--- config.mk ---
export PLATFORM = sky130hd
export DESIGN_NAME = line_double_sched_flat
export DESIGN_NICKNAME = d
export VERILOG_FILES = /design/src/rtl/line_double_sched_if.sv /design/src/rtl/line_double_sched.sv /design/src/flat_wrapper.sv
export SDC_FILE = /design/constraint.sdc
export NUM_CORES = 1
export LEC_CHECK = 0
export BUFFER_PORTS_ARGS = -buffer_cell sky130_fd_sc_hd__buf_2
export CAP_MARGIN = 20
export CORE_AREA = 2 2 168 170
export DETAILED_ROUTE_END_ITERATION = 10
export DIE_AREA = 0 0 170 172
export HOLD_SLACK_MARGIN = 0.15
export PLACE_DENSITY = 0.53
export SYNTH_ARGS = -nofsm -noshare
export SYNTH_HDL_FRONTEND = slang
export SYNTH_SLANG_ARGS = --single-unit
--- constraint.sdc ---
create_clock -name clk -period 2.6 [get_ports clk]
set_input_delay 0.52 -clock clk [delete_from_list [all_inputs] [get_ports clk]]
set_output_delay 0.52 -clock clk [all_outputs]
set_load 0.02 [all_outputs]
--- src/rtl/line_double_sched_if.sv ---
// Pixel-stream and RAM-port bundle for line_double_sched.
// master = the scheduler, slave = its surroundings (source, sink, RAM).
interface line_double_sched_if #(
  parameter int ADDR_W = 12,
  parameter int DATA_W = 12
);
  // Input stream has no backpressure: a pixel is taken on every cycle in_valid is high.
  // Output stream: a beat transfers on a rising edge where out_valid && out_ready;
  // while out_valid && !out_ready, out_data/out_last hold and out_valid stays high.
  logic              in_valid;
  logic [DATA_W-1:0] in_data;
  logic              in_last;
  logic              out_ready;
  logic              out_valid;
  logic [DATA_W-1:0] out_data;
  logic              out_last;
  logic              ram_cea;
  logic [ADDR_W-1:0] ram_ada;
  logic [DATA_W-1:0] ram_din;
  logic              ram_ceb;
  logic [ADDR_W-1:0] ram_adb;
  logic              ram_oce;
  logic [DATA_W-1:0] ram_dout;

  modport master (
    input  in_valid, in_data, in_last, out_ready, ram_dout,
    output out_valid, out_data, out_last,
    output ram_cea, ram_ada, ram_din, ram_ceb, ram_adb, ram_oce
  );

  modport slave (
    output in_valid, in_data, in_last, out_ready, ram_dout,
    input  out_valid, out_data, out_last,
    input  ram_cea, ram_ada, ram_din, ram_ceb, ram_adb, ram_oce
  );
endinterface

--- src/rtl/line_double_sched.sv ---
// Ping-pong line buffer scheduler: stores one scanline per RAM half and replays it REPEAT times.
// Optional LINEDBL_SCANLINE_EN halves each channel on passes after the first.
module line_double_sched #(
  parameter int ADDR_W = 12,
  parameter int DATA_W = 12,
  parameter int REPEAT = 2
) (
  input  logic                clk,
  input  logic                reset,
  line_double_sched_if.master bus,
  output logic                overflow,
  output logic                underrun,
  output logic [1:0]          dbg_state,
  output logic [1:0]          dbg_bank_full,
  output logic                dbg_rbank,
  output logic                dbg_wbank,
  output logic [2:0]          dbg_fifo_count
);
  localparam int PTR_W = ADDR_W - 1;
  localparam int LINE_MAX = 1 << PTR_W;
  localparam logic [1:0] PASS_LAST = 2'(REPEAT - 1);

  typedef enum logic [1:0] {IDLE = 2'd0, STREAM = 2'd1, FLUSH = 2'd2} state_t;
  state_t state, state_n;

  logic              wbank, rbank, in_line, dropping, trunc;
  logic [PTR_W-1:0]  wptr, rptr;
  logic [1:0]        bank_full, pass;
  logic [ADDR_W-1:0] len [2];

  logic first_px, drop_line, accept, commit;
  logic issue, clr_full, at_end;

  logic              inflight, inflight_last;
  logic [DATA_W-1:0] fifo_data [4];
  logic              fifo_last [4];
  logic [1:0]        wr_idx, rd_idx;
  logic [2:0]        count;
  logic              push, pop;
`ifdef LINEDBL_SCANLINE_EN
  logic [1:0]        inflight_pass;
  logic [1:0]        fifo_pass [4];
`endif

  // Write side: a line whose first pixel finds its bank still full is discarded whole.
  always_comb begin
    first_px  = bus.in_valid && !in_line;
    drop_line = dropping || (first_px && bank_full[wbank]);
    accept    = bus.in_valid && !drop_line && !trunc;
    commit    = bus.in_valid && bus.in_last && !drop_line;
  end

  always_ff @(posedge clk) begin
    if (reset) begin
      bus.ram_cea <= 1'b0;
      bus.ram_ada <= '0;
      bus.ram_din <= '0;
      overflow    <= 1'b0;
      underrun    <= 1'b0;
      wbank       <= 1'b0;
      wptr        <= '0;
      in_line     <= 1'b0;
      dropping    <= 1'b0;
      trunc       <= 1'b0;
      len[0]      <= '0;
      len[1]      <= '0;
    end else begin
      bus.ram_cea <= accept;
      if (accept) begin
        bus.ram_ada <= {wbank, wptr};
        bus.ram_din <= bus.in_data;
      end
      if (bus.in_valid && (drop_line || trunc)) overflow <= 1'b1;
      if (bus.in_valid && bus.in_last && (state != IDLE) && bank_full[wbank]) underrun <= 1'b1;
      if (bus.in_valid) begin
        if (bus.in_last) begin
          in_line  <= 1'b0;
          dropping <= 1'b0;
          trunc    <= 1'b0;
          wptr     <= '0;
          if (commit) begin
            len[wbank] <= trunc ? ADDR_W'(LINE_MAX) : {1'b0, wptr} + ADDR_W'(1);
            wbank      <= ~wbank;
          end
        end else begin
          in_line <= 1'b1;
          if (drop_line) dropping <= 1'b1;
          else if (!trunc) begin
            // The pixel at the last slot is kept; anything after it is dropped.
            if (wptr == '1) trunc <= 1'b1;
            else wptr <= wptr + PTR_W'(1);
          end
        end
      end
    end
  end

  // Writer only ever sets a bank that is empty, reader only clears the bank it owns.
  always_ff @(posedge clk) begin
    if (reset) begin
      bank_full <= 2'b00;
    end else begin
      for (int b = 0; b < 2; b++) begin
        if (commit && (wbank == 1'(b))) bank_full[b] <= 1'b1;
        else if (clr_full && (rbank == 1'(b))) bank_full[b] <= 1'b0;
      end
    end
  end

  always_comb begin
    state_n  = state;
    issue    = 1'b0;
    clr_full = 1'b0;
    at_end   = ({1'b0, rptr} == (len[rbank] - ADDR_W'(1)));
    case (state)
      IDLE: if (bank_full[rbank]) state_n = STREAM;
      STREAM: begin
        // Reads in flight are counted so the FIFO can never be overrun.
        issue = (count + {2'b00, inflight}) < 3'd4;
        if (issue && at_end && (pass == PASS_LAST)) state_n = FLUSH;
      end
      FLUSH: begin
        if ((count == 3'd0) && !inflight) begin
          clr_full = 1'b1;
          state_n  = IDLE;
        end
      end
      default: state_n = IDLE;
    endcase
  end

  always_ff @(posedge clk) begin
    if (reset) begin
      state         <= IDLE;
      rbank         <= 1'b0;
      rptr          <= '0;
      pass          <= 2'd0;
      inflight      <= 1'b0;
      inflight_last <= 1'b0;
`ifdef LINEDBL_SCANLINE_EN
      inflight_pass <= 2'd0;
`endif
    end else begin
      state <= state_n;
      if ((state == IDLE) && (state_n == STREAM)) begin
        rptr <= '0;
        pass <= 2'd0;
      end else if (issue) begin
        if (at_end) begin
          rptr <= '0;
          if (pass != PASS_LAST) pass <= pass + 2'd1;
        end else begin
          rptr <= rptr + PTR_W'(1);
        end
      end
      if (clr_full) rbank <= ~rbank;
      inflight      <= issue;
      inflight_last <= issue && at_end;
`ifdef LINEDBL_SCANLINE_EN
      inflight_pass <= pass;
`endif
    end
  end

  assign push = inflight;
  assign pop  = (count != 3'd0) && bus.out_ready;

  always_ff @(posedge clk) begin
    if (reset) begin
      wr_idx <= 2'd0;
      rd_idx <= 2'd0;
      count  <= 3'd0;
      for (int i = 0; i < 4; i++) begin
        fifo_data[i] <= '0;
        fifo_last[i] <= 1'b0;
`ifdef LINEDBL_SCANLINE_EN
        fifo_pass[i] <= 2'd0;
`endif
      end
    end else begin
      if (push) begin
        fifo_data[wr_idx] <= bus.ram_dout;
        fifo_last[wr_idx] <= inflight_last;
`ifdef LINEDBL_SCANLINE_EN
        fifo_pass[wr_idx] <= inflight_pass;
`endif
        wr_idx <= wr_idx + 2'd1;
      end
      if (pop) rd_idx <= rd_idx + 2'd1;
      count <= count + 3'(push) - 3'(pop);
    end
  end

`ifdef LINEDBL_SCANLINE_EN
  function automatic logic [DATA_W-1:0] dim(input logic [DATA_W-1:0] d);
    logic [DATA_W-1:0] r;
    r = d >> 1;
    for (int c = 0; c < DATA_W / 4; c++) r[4*c+3] = 1'b0;
    return r;
  endfunction

  assign bus.out_data = (fifo_pass[rd_idx] != 2'd0) ? dim(fifo_data[rd_idx]) : fifo_data[rd_idx];
`else
  assign bus.out_data = fifo_data[rd_idx];
`endif

  assign bus.out_valid = (count != 3'd0);
  assign bus.out_last  = fifo_last[rd_idx];
  assign bus.ram_ceb   = issue;
  assign bus.ram_adb   = {rbank, rptr};
  assign bus.ram_oce   = 1'b1;

  assign dbg_state      = state;
  assign dbg_bank_full  = bank_full;
  assign dbg_rbank      = rbank;
  assign dbg_wbank      = wbank;
  assign dbg_fifo_count = count;
endmodule
--- src/flat_wrapper.sv ---
// flat-port wrapper written by rule: the top's interface ports become plain ports
module line_double_sched_flat 
#(
  parameter int ADDR_W = 12,
  parameter int DATA_W = 12,
  parameter int REPEAT = 2
)
  (clk, reset, overflow, underrun, dbg_state, dbg_bank_full, dbg_rbank, dbg_wbank, dbg_fifo_count, bus_in_valid, bus_in_data, bus_in_last, bus_out_ready, bus_ram_dout, bus_out_valid, bus_out_data, bus_out_last, bus_ram_cea, bus_ram_ada, bus_ram_din, bus_ram_ceb, bus_ram_adb, bus_ram_oce);
  line_double_sched_if #(.ADDR_W(ADDR_W), .DATA_W(DATA_W)) bus_i ();
  input  logic clk;
  input  logic reset;
  output logic overflow;
  output logic underrun;
  output logic [1:0] dbg_state;
  output logic [1:0] dbg_bank_full;
  output logic dbg_rbank;
  output logic dbg_wbank;
  output logic [2:0] dbg_fifo_count;
  input wire logic [$bits(bus_i.in_valid)-1:0] bus_in_valid;
  input wire logic [$bits(bus_i.in_data)-1:0] bus_in_data;
  input wire logic [$bits(bus_i.in_last)-1:0] bus_in_last;
  input wire logic [$bits(bus_i.out_ready)-1:0] bus_out_ready;
  input wire logic [$bits(bus_i.ram_dout)-1:0] bus_ram_dout;
  output wire logic [$bits(bus_i.out_valid)-1:0] bus_out_valid;
  output wire logic [$bits(bus_i.out_data)-1:0] bus_out_data;
  output wire logic [$bits(bus_i.out_last)-1:0] bus_out_last;
  output wire logic [$bits(bus_i.ram_cea)-1:0] bus_ram_cea;
  output wire logic [$bits(bus_i.ram_ada)-1:0] bus_ram_ada;
  output wire logic [$bits(bus_i.ram_din)-1:0] bus_ram_din;
  output wire logic [$bits(bus_i.ram_ceb)-1:0] bus_ram_ceb;
  output wire logic [$bits(bus_i.ram_adb)-1:0] bus_ram_adb;
  output wire logic [$bits(bus_i.ram_oce)-1:0] bus_ram_oce;
  assign bus_i.in_valid = bus_in_valid;
  assign bus_i.in_data = bus_in_data;
  assign bus_i.in_last = bus_in_last;
  assign bus_i.out_ready = bus_out_ready;
  assign bus_i.ram_dout = bus_ram_dout;
  assign bus_out_valid = bus_i.out_valid;
  assign bus_out_data = bus_i.out_data;
  assign bus_out_last = bus_i.out_last;
  assign bus_ram_cea = bus_i.ram_cea;
  assign bus_ram_ada = bus_i.ram_ada;
  assign bus_ram_din = bus_i.ram_din;
  assign bus_ram_ceb = bus_i.ram_ceb;
  assign bus_ram_adb = bus_i.ram_adb;
  assign bus_ram_oce = bus_i.ram_oce;
  line_double_sched #(.ADDR_W(ADDR_W), .DATA_W(DATA_W), .REPEAT(REPEAT)) u_core (.clk(clk), .reset(reset), .bus(bus_i), .overflow(overflow), .underrun(underrun), .dbg_state(dbg_state), .dbg_bank_full(dbg_bank_full), .dbg_rbank(dbg_rbank), .dbg_wbank(dbg_wbank), .dbg_fifo_count(dbg_fifo_count));
endmodule
Word-level counts from Yosys, hierarchy flattened. Memories as Yosys holds them, arrays and structs flattened. A register that Yosys moved wholly into a read port is not among the register bits. Index checks and enable logic that the tools add are counted.

Memories: 3. Bits in registers: 69. ROM bits: 0. Latch bits: 0. Memory bits (writable): 76. Input bits: 29.

Memories: u_core.fifo_data (words 4, bits a word 12, rd ports 1, clocked after memory_dff 1, write ports 4, line line_double_sched.sv:35) `logic [DATA_W-1:0] fifo_data [4];`; u_core.len (words 2, bits a word 12, rd ports 1, clocked after memory_dff 1, write ports 2, line line_double_sched.sv:29) `logic [ADDR_W-1:0] len [2];`; u_core.fifo_last (words 4, bits a word 1, rd ports 1, clocked after memory_dff 1, write ports 4, line line_double_sched.sv:36) `logic fifo_last [4];`.

Shifts and indexed selects: 0. Muxes and demuxes: 53. Div/mod/pow operators: 0. Add/subtract/negate cells: 9. Reductions and logical operators: 41. Multipliers: 0. Bitwise operators: 2. Order comparisons: 3. Equal/unequal tests: 10.

Operators with widths (count): $mux W11 (5); $mux W12 (3); $mux W1 (35); $reduce_or A12 Y1 (2); $add A11 B1 Y11 const B (2); $logic_and A1 B1 Y1 (19); $mux W2 (9); $add A11 B1 Y12 const B (1); $eq A11 B12 Y1 (1); $sub A12 B1 Y12 const B (1); $eq A11 B11 Y1 const B (1); $reduce_bool A2 Y1 (4); $add A2 B1 Y2 const B (3); $eq A2 B1 Y1 const B (3); $ne A2 B2 Y1 const B (3); $pmux W2 S3 (1); $reduce_and A3 Y1 (2); $logic_not A1 Y1 (4); $lt A1 B2 Y1 const B (2); $reduce_and A2 Y1 (2); $reduce_and A4 Y1 (1); $add A3 B1 Y3 (1); $logic_not A3 Y1 (1); $lt A3 B3 Y1 const B (1); other kinds (9) (11).

Depth between registers and ports, before layout.
Depth after elaboration: 13. Mapped depth: 11. Mapped depth without buffers: 10.

Worst setup path before layout. OpenSTA, ideal clock, no wires.

Path type: register to register. From: register with a tool-made name. To: register u_core.pass[1]. Period minus slack after synthesis: 2.701 ns. Data arrival time: 2.581 ns. Slack: -0.101 ns. Data required time: 2.479 ns. Library setup time: 0.121 ns. Stages on the path, launching flop included: 12. Buffers on the path: 3. Cell sequence: dfxtp_1 -> buf_6 -> clkbuf_8 -> buf_6 -> mux2i_1 -> ha_1 -> o21ai_1 -> o31a_1 -> nor4_4 -> nand3_1 -> nor3b_1 -> mux2_2.

RTL lines: end signal: assignment (line line_double_sched.sv:151) `if (pass != PASS_LAST) pass <= pass + 2'd1;`; end: declaration (line line_double_sched.sv:28) `logic [1:0] bank_full, pass;`.

Final worst setup path.
From: register u_core.count[0] (netlist: u_core.dbg_fifo_count[0]). To: output bus_ram_ceb.

Word-level cells in the longest chain between the ends: 3.

Ends and longest elaborated chain: start: declaration (line line_double_sched.sv:38) `logic [2:0] count;`; start signal: assignment (line line_double_sched.sv:190) `count <= count + 3'(push) - 3'(pop);`; $add A3 B1 Y3 (line line_double_sched.sv:119) `issue = (count + {2'b00, inflight}) < 3'd4;`; $lt A3 B3 Y1 (line line_double_sched.sv:119); $mux W1 (line line_double_sched.sv:115) `case (state)`; end: declaration (line flat_wrapper.sv:30) `output wire logic [$bits(bus_i.ram_ceb)-1:0] bus_ram_ceb;`.

No other way between the ends.

==> out/metrics.yaml <==
power_and_ir_drop:
  p_leak_uw: 0.00317
  powerDensity_nw_per_um2: 718
  vdd_ir_drop_max_mv: 0.405
  finalPower_uw: 5930
critical_path:
  crit_path_cell_trace: "ha_1 > ha_2 > xor2_1 > or3_1 > inv_2 > buf_6"
  crit_path_top_delay_cell: "or3_1"
  max_stage_delay_ns: 0.42
  crit_family: "simple AND/OR/NAND/NOR gates"
  cp.buffers_inverters: 2
  cp_data_arrival_time_ns: 1.99
  crit_fanout: 5
  cp-end-kind: "output pin"
  crit_type: "reg -> out"
  worstSetupStartpointType: "flip-flop"
  required_ns: 2.08
timing:
  timing.final.hold_violations: 0
  setup_violations: 0
  finClkSkew_ns: 0.00810
  rsz0062_at_grt: "true"
  period_share_pct: 96.5
  final.min_clock_period_ns: 2.51
  relSlewSlack_pct: 65.0
  fmax_mhz: 399
  hold_ws_ns: 0.335
  final-max-slew-violation-count: 0
  tightest_slew_ns: 0.520
floorplan:
  num_rows: 61
  fp.dieW_um: 170
  die-area_sq_um: 29200
  initial_core_util_pct: 24.5
  core_sq_um: 27500
  die_height_um: 172
  pin_count: 93
global_route:
  grt_start_max_net_pins: 44
  grt_pass1_vias: 4460
  grt_overflow: 0
  antenna_found_initial: 0
  grt_usage_pct: 10.6
  grt_pass1_wl_um: 24000
final_layout:
  num_antenna_cells: 0
  fill_cells: 2871
  final_common_cell: "buf_2"
  nNetsFinal: 754
  drive_gt1_share_pct: 25.8
  final_util_pct: 30.1
  syn_to_final_growth_pct: 22.7
  final_cell_mix: "buf_2 (90), edfxtp_1 (76), dfxtp_1 (70)"
synthesis:
  syn_area_sq_um: 6730
  syn_avg_cell_area_sq_um: 11.0
  synth-edff-count: 76
  ys_seq_elements: 148
  netlist_instances: 614
  ys_warn_count: 0
  syn-num-nets: 653
  synth_flop_cell: "edfxtp_1"
  synthArstFlopShare_pct: 0
  yosysSeqAreaShare_pct: 55.3
  ys_types: 54
clocking:
  tritoncts: "done"
  cts-root-buf: "clkbuf_16"
  h-tree-depth: 4
  clk_latency_ns: 0.41
  cts.sinks: 148
  cts_buffers: 17
  clkTransAtPathRegs_ns: 0.06
  cts_hold_buf: 0
  clk_path_buf_depth: 2
outcome:
  status: "finished clean"
flow_run:
  drv_cap: 0
placed_design:
  hpwlAfterDp_um: 10400
  gp_congestion: 0.729
  portBuffers: 91
routing:
  final_antenna_net_count: 0
  vias_per_cell: 4.29
  drtPass1Iterations: 4
  drc: 0
  routedWlPerCell_um: 13.9
  routed_wl_um: 15000
  via_count: 4603
  drtIter0Drc: 249
hold_path:
  hp-class: "in -> reg"
[worst reg2reg max path, delay by kind of cell (launching register included)]
family                     cells  cell delay [ns]
DFF                            1             0.38
and+or+nand+nor                3             0.88
AOI/OAI and AO/OA              3             0.54
adders and majority gates      1             0.22
buffers and inverters          1             0.15
muxes                          1             0.25
[path summary, 6_finish.rpt]
| path | slack [ns] | start | cells after the start | to |
|---|---|---|---|---|
| min | 0.33 | bus_in_data[11] | 3 | u_core.bus.ram_din[11] |
| max reg2reg | 0.14 | flip-flop | 9 | u_core.dbg_state[1] |
| max | 0.09 | u_core.dbg_fifo_count[0] | 6 | bus_ram_ceb |
| min reg2reg | 0.45 | u_core.bus.ram_din[4] | 2 | u_core.bus.ram_din[4] |
[stage by stage]
step	area, sq um	setup slack (ns)	setup TNS [ns]	cells
global placement	7660	0.150	0	1039
detailed placement	7660	0.121	0	1039
finish	8260	0.0908	0	1074
global route	8260	-0.0212	-0.0212	1074
floorplan	6760	0.0367	0	614
CTS	8210	0.0221	0	1071
[routing by layer]
| metal | global-route usage [%] | vias up | part of all wire (%) | wire length [um] |
|---|---|---|---|---|
| met5 | 0 | - | 0 | 0 |
| met4 | 3.68 | 0 | 1.1 | 167 |
| met3 | 2.72 | 11 | 3.9 | 589 |
| met2 | 17.1 | 79 | 46 | 6930 |
| met1 | 13.8 | 2172 | 49 | 7290 |
| li1 | - | 2341 | - | - |
[registers in the layout (all words and copies together), names as in the netlist, 3 cells and up, named ones only]
| signal | cells |
|---|---|
| u_core.fifo_data | 48 |
| u_core.len | 24 |
| u_core.bus.ram_ada | 12 |
| u_core.bus.ram_din | 12 |
| u_core.rptr | 11 |
| u_core.wptr | 11 |
| u_core.fifo_last | 4 |
| u_core.dbg_fifo_count | 3 |
[synth_stat cells, types with 3 or more instances]
library cell	count	share of area (%)
nor2b_1	4	0.37
clkbuf_1	26	1.4
xor2_1	24	3.1
nand2_1	70	3.9
or3_1	3	0.28
and3_1	4	0.37
nor3b_1	6	0.67
nand2b_1	3	0.28
nor2_1	68	3.8
nor3_1	18	1.3
nand4_1	5	0.46
or2_2	7	0.65
inv_1	12	0.67
mux4_2	13	4.3
mux2i_1	13	1.9
ha_1	10	1.9
and2_1	56	5.2
o21ai_0	3	0.22
edfxtp_1	76	34
mux2_2	3	0.50
nand3_1	9	0.67
and4_1	3	0.39
xnor2_1	19	2.5
dfxtp_1	72	21
a21oi_1	40	3.0
buf_1	3	0.17
[cell type report]
cell class / instances / area, sq um / area share, %
clock buffers: 18 / 429 / 5.20
clock inverters: 14 / 118 / 1.42
inverters: 12 / 45.0 / 0.545
multi-input cells: 420 / 2830 / 34.2
flip-flops and latches: 148 / 3730 / 45.1
well taps: 346 / 433 / 5.24
repair buffers: 116 / 679 / 8.23
[where the power goes]
part	switching [uW]	internal, uW
sequential	78.3	2580
combinational	592	401
clock	1030	1250
[cell families (layout without fill, tap and decap cells)]
family | Yosys count | count (layout) | synth area share [%]
DFF | 148 | 148 | 55.3
xor gates and xnor gates | 43 | 43 | 5.59
other | 1 | 1 | 0.0557
muxes | 29 | 29 | 6.78
and+or+nand+nor | 268 | 268 | 20.8
buffers and inverters | 46 | 160 | 3.05
AOI/OAI and AO/OA | 69 | 69 | 6.56
adders and majority gates | 10 | 10 | 1.86
[repair_timing]
item | in CTS | in global routing
endpoints found under the setup margin | 1 | 3
pin swaps | 0 | 1
cloned | 0 | 1
resized for setup | 1 | 6
buffers inserted | 0 | 2
No activity file was read; power rests on OpenSTA's default activity.
